<file path="src/rtl/qflop_c_req_driver.sv">
// Four-phase handshake master driving the request inputs of a Muller C-element and checking its hold behaviour.
// Optional wait-state timeout is enabled by defining QFLOP_REQ_TIMEOUT_EN.
module qflop_c_req_driver #(
    parameter int unsigned N           = 5,
    parameter int unsigned SYNC_STAGES = 2,
    parameter int unsigned STAGGER     = 1,
    parameter int unsigned LAT_W       = 8,
    parameter int unsigned TIMEOUT     = 255
) (
    input  logic             clk,
    input  logic             reset,
    input  logic             start,
    input  logic             c_out,
    output logic [N-1:0]     req,
    output logic             busy,
    output logic             done,
    output logic [LAT_W-1:0] lat,
    output logic             err,
    output logic [1:0]       err_code
);

    localparam int unsigned IDX_W = (N > 1) ? $clog2(N) : 1;
    localparam logic [N-1:0] ALL_ONES = '1;

    // Elaboration-time parameter range checks
    if (N < 2 || N > 8) begin : g_bad_n
        $error("N must be in 2..8");
    end
    if (SYNC_STAGES < 2) begin : g_bad_sync
        $error("SYNC_STAGES must be >= 2");
    end
    if (TIMEOUT < 1) begin : g_bad_timeout
        $error("TIMEOUT must be >= 1");
    end

    typedef enum logic [2:0] {
        S_IDLE,
        S_RISE,
        S_WAIT_HI,
        S_FALL,
        S_WAIT_LO,
        S_DONE,
        S_ERROR
    } state_t;

    state_t                 state;
    logic [SYNC_STAGES-1:0] sync;
    logic                   ack_s;
    logic [IDX_W-1:0]       idx;
    logic [LAT_W-1:0]       cnt;

`ifdef QFLOP_REQ_TIMEOUT_EN
    localparam int unsigned TO_W = $clog2(TIMEOUT + 1);
    logic [TO_W-1:0]        tcnt;
`endif

    assign ack_s = sync[SYNC_STAGES-1];

    always_ff @(posedge clk) begin
        if (reset) begin
            state    <= S_IDLE;
            sync     <= '0;
            idx      <= '0;
            cnt      <= '0;
            req      <= '0;
            busy     <= 1'b0;
            done     <= 1'b0;
            lat      <= '0;
            err      <= 1'b0;
            err_code <= 2'b00;
`ifdef QFLOP_REQ_TIMEOUT_EN
            tcnt     <= '0;
`endif
        end else begin
            sync <= {sync[SYNC_STAGES-2:0], c_out};
            done <= 1'b0;

            // Latency runs from the cycle after req[0] rises; saturates instead of wrapping
            if ((state == S_RISE || state == S_WAIT_HI) && req[0] && cnt != '1) begin
                cnt <= cnt + LAT_W'(1);
            end

            case (state)
                S_IDLE: begin
                    if (start) begin
                        state <= S_RISE;
                        busy  <= 1'b1;
                        cnt   <= '0;
                        idx   <= '0;
                    end
                end

                S_RISE: begin
                    if (ack_s) begin
                        state    <= S_ERROR;
                        err      <= 1'b1;
                        err_code <= 2'b01;
                        busy     <= 1'b0;
                    end else if (STAGGER != 0) begin
                        req <= req | (N'(1) << idx);
                        if (idx == IDX_W'(N - 1)) begin
                            state <= S_WAIT_HI;
                            idx   <= '0;
`ifdef QFLOP_REQ_TIMEOUT_EN
                            tcnt  <= '0;
`endif
                        end else begin
                            idx <= idx + IDX_W'(1);
                        end
                    end else begin
                        req   <= ALL_ONES;
                        state <= S_WAIT_HI;
`ifdef QFLOP_REQ_TIMEOUT_EN
                        tcnt  <= '0;
`endif
                    end
                end

                S_WAIT_HI: begin
                    if (ack_s) begin
                        lat   <= cnt;
                        state <= S_FALL;
                        idx   <= '0;
                    end
`ifdef QFLOP_REQ_TIMEOUT_EN
                    else if (tcnt == TO_W'(TIMEOUT - 1)) begin
                        state    <= S_ERROR;
                        err      <= 1'b1;
                        err_code <= 2'b11;
                        busy     <= 1'b0;
                    end else begin
                        tcnt <= tcnt + TO_W'(1);
                    end
`endif
                end

                // The C-element must hold its output high until every input is low
                S_FALL: begin
                    if (!ack_s) begin
                        state    <= S_ERROR;
                        err      <= 1'b1;
                        err_code <= 2'b10;
                        busy     <= 1'b0;
                    end else if (STAGGER != 0) begin
                        req <= req & ~(N'(1) << idx);
                        if (idx == IDX_W'(N - 1)) begin
                            state <= S_WAIT_LO;
                            idx   <= '0;
`ifdef QFLOP_REQ_TIMEOUT_EN
                            tcnt  <= '0;
`endif
                        end else begin
                            idx <= idx + IDX_W'(1);
                        end
                    end else begin
                        req   <= '0;
                        state <= S_WAIT_LO;
`ifdef QFLOP_REQ_TIMEOUT_EN
                        tcnt  <= '0;
`endif
                    end
                end

                S_WAIT_LO: begin
                    if (!ack_s) begin
                        state <= S_DONE;
                        done  <= 1'b1;
                        busy  <= 1'b0;
                    end
`ifdef QFLOP_REQ_TIMEOUT_EN
                    else if (tcnt == TO_W'(TIMEOUT - 1)) begin
                        state    <= S_ERROR;
                        err      <= 1'b1;
                        err_code <= 2'b11;
                        busy     <= 1'b0;
                    end else begin
                        tcnt <= tcnt + TO_W'(1);
                    end
`endif
                end

                S_DONE: begin
                    state <= S_IDLE;
                end

                S_ERROR: begin
                    req <= '0;
                end

                default: begin
                    state <= S_IDLE;
                end
            endcase
        end
    end

endmodule

</file>
<file path="config.mk">
export PLATFORM = sky130hd
export DESIGN_NAME = qflop_c_req_driver
export DESIGN_NICKNAME = d
export VERILOG_FILES = /design/src/rtl/qflop_c_req_driver.sv
export SDC_FILE = /design/constraint.sdc
export NUM_CORES = 1
export LEC_CHECK = 0
export BUFFER_PORTS_ARGS = -buffer_cell sky130_fd_sc_hd__buf_2
export CAP_MARGIN = 20
export CORE_ASPECT_RATIO = 1.25
export CORE_UTILIZATION = 55
export CTS_BUF_LIST = sky130_fd_sc_hd__clkbuf_4 sky130_fd_sc_hd__clkbuf_8 sky130_fd_sc_hd__clkbuf_16
export DETAILED_ROUTE_END_ITERATION = 16
export PLACE_DENSITY = 0.77
export REMOVE_ABC_BUFFERS = 1
export SETUP_SLACK_MARGIN = 0.05
export SLEW_MARGIN = 10
export SYNTH_ARGS = -nofsm -noshare
export SYNTH_HDL_FRONTEND = slang
export SYNTH_SLANG_ARGS = --single-unit
</file>
<file path="constraint.sdc">
create_clock -name clk -period 1.8 [get_ports clk]
set_input_delay 0.18 -clock clk [delete_from_list [all_inputs] [get_ports clk]]
set_output_delay 0.18 -clock clk [all_outputs]
set_load 0.1 [all_outputs]
</file>
==> results.toml <==
[floorplanning]
rows = 21
die_x_um = 49.6
die-area_mm2 = 0.00306
die_y_um = 61.6
ios = 22
start_util_pct = 58.2
core_mm2 = 0.00268

[pwr]
pwr-share-clk_pct = 35.0
switching_power_mw = 0.485
p_comb_share_pct = 16.0
switching_share_pct = 29.8
ir_drop_mv = 0.925
powerDensity_mw_per_mm2 = 892
power_frac_seq_pct = 48.9
p_int_mw = 1.14
power_leakage_nw = 0.713

[cells_and_area]
multiInputGateArea_um2 = 830
diodes = 0
num-nets-final = 212
layout_common_cells = "33 x dfxtp_1, 21 x buf_2, 16 x nor2_1, 16 x o21ai_0, 12 x a21oi_1"
final_common_cell = "dfxtp_1"
final.fill_count = 246
drive_gt1_share_pct = 20.2
area_growth_pct = 16.9
register_area_um2 = 682

[clock_network]
hold_buffers = 0
clk_pin_slew_ns = 0.11
cts_buffer_depth = 2
cts_made_buffers = 5
cts.sinks = 34
postCtsSetupBuffers = 0
cts_root_buf = "clkbuf_4"
cts_tree = "done"
cts.repair.resized = 0
cts_htree_levels = 2
clock_latency_ns = 0.35

[placed_design]
dpl_worst_slack_ns = 0.147
io_buffers = 21
hpwl_um = 2400
gp_congestion = 0.854

[synthesis]
syn_avg_cell_area_um2 = 8.97
yosysWarnings = 0
synth_top_area_share_pct = 43.6
synthArstFlopShare_pct = 0
ys_seq_area_share_pct = 43.6
synth_area_mm2 = 0.00156
synthCells = 174
yosys.area.top_type = "dfxtp_1"
synth.distinct_cells = 35
synth_edf_count = 0
yosys_register_bits = 34
synth_ff_type = "dfxtp_1"
synth_area_leaders = "dfxtp_1 44%, mux2i_1 5.8%, o21ai_0 5.1%"

[route]
viasPerCell = 5.76
drtAntennaViolNets = 0
wl_per_cell_um = 14.2
drt_iter0_drc = 40
via_count = 1364
routed_wl_um = 3370
drtPass1Iterations = 4
drc = 0

[critical_path]
cp_data_arrival_time_ns = 1.92
endpoint_kind = "flop"
worstSetupPathType = "reg -> reg"
crit_fanout = 7
worst_setup_path_start_kind = "flop"
required_ns = 2.08

[grt]
grt.overflow.total = 0
antenna_found_initial = 0
first_global_vias = 1169
track_usage_pct = 23.1
grt_start_max_net_pins = 24
grt_pass1_wl_um = 5140

[timing]
fin_ws_ns = 0.158
setup_viol = 0
slew_violations = 0
rsz0062_at_grt = "no"
hold_viol = 0
min_period_ns = 1.64
tns_ns = 0
relSlewSlack_pct = 67.5
fin_crit_sh_pct = 91.2
clock.fmax_ghz = 0.609
fin_skew_ns = 0.00939
worst_pin_slew_ns = 0.491

[min_path]
min_path_type = "in -> reg"

[job]
maxCapViolations = 0

[outcome]
status = "finished clean"
## sequential cells by signal (all words and copies together) (netlist names)
register	cells
lat	8
done	1
req	5
err_code	2
sync	2
state	3
busy	1
idx	3
cnt	8
err	1
## logic make-up after synthesis
| logic type | count (synthesis) | synth area share, % |
|---|---|---|
| and+or+nand+nor | 63 | 21.9 |
| AOI/OAI and AO/OA | 46 | 18.8 |
| DFF | 34 | 43.6 |
| buffers and inverters | 14 | 3.93 |
| muxes | 9 | 5.77 |
| adders and majority gates | 6 | 4.81 |
| xor gates and xnor gates | 2 | 1.12 |
## per-layer routing
layer	global-route usage, %	share of wire (%)	vias to the layer above
met5	0	0	-
met4	9.80	1.5	0
met3	7.65	3.9	6
met2	42.9	54	28
met1	24.2	41	647
li1	-	-	683
## metrics by stage
step	total power [mW]	instances	area, µm²	utilization, %	hold WS [ns]
4_1_cts	1.63	237	1810	67.5	0.0280
3_3_place_gp	1.06	229	1730	64.4	0.386
6_report	1.63	237	1820	68.1	0.0372
3_5_place_dp	1.07	229	1730	64.4	0.402
5_1_grt	1.69	237	1820	68.1	0.0490
2_1_floorplan	0.997	167	1530	-	0.249
## final timing paths
| kind | cells after the start | from | end | slack (ns) |
|---|---|---|---|---|
| worst max-delay path | 5 | cnt[0]$_SDFF_PP0_ | cnt[5]$_SDFF_PP0_ | 0.16 |
| worst min-delay path | 2 | c_out | sync[0]$_SDFF_PP0_ | 0.04 |
| worst max register to register | 5 | cnt[0]$_SDFF_PP0_ | cnt[5]$_SDFF_PP0_ | 0.16 |
| worst min register to register | 1 | sync[0]$_SDFF_PP0_ | sync[1]$_SDFF_PP0_ | 0.45 |
## Yosys cell counts, types with 5 or more instances
library cell / number
dfxtp_1: 34
inv_1: 7
o31ai_1: 5
a21oi_1: 12
nor2b_1: 8
o21ai_0: 16
a32o_1: 5
ha_1: 6
nor2_1: 16
nand2b_1: 7
clkbuf_1: 5
nand2_1: 9
mux2i_1: 9
## final cells by class
type,count,area share [%]
Sequential cell,34,37.4
Inverter,7,1.44
Clock buffer,5,2.06
Timing Repair Buffer,28,8.85
Tap cell,34,2.33
Clock inverter,3,2.47
Multi-Input combinational cell,126,45.5
## power groups by stage
stage / clock (mW) / combinational, mW / sequential [mW]
2_1_floorplan: 0 / 0.0929 / 0.904
3_3_place_gp: 0 / 0.249 / 0.810
3_5_place_dp: 0 / 0.255 / 0.812
4_1_cts: 0.579 / 0.257 / 0.795
5_1_grt: 0.605 / 0.282 / 0.800
6_report: 0.570 / 0.261 / 0.796
## worst max-delay path, stage by stage (launching register included)
cell	delay, ns
dfxtp_2	0.35
ha_1	0.24
nand3_1	0.14
o2111ai_4	0.16
or4_1	0.50
a21oi_1	0.19
No activity file was read; power rests on OpenSTA's default activity.
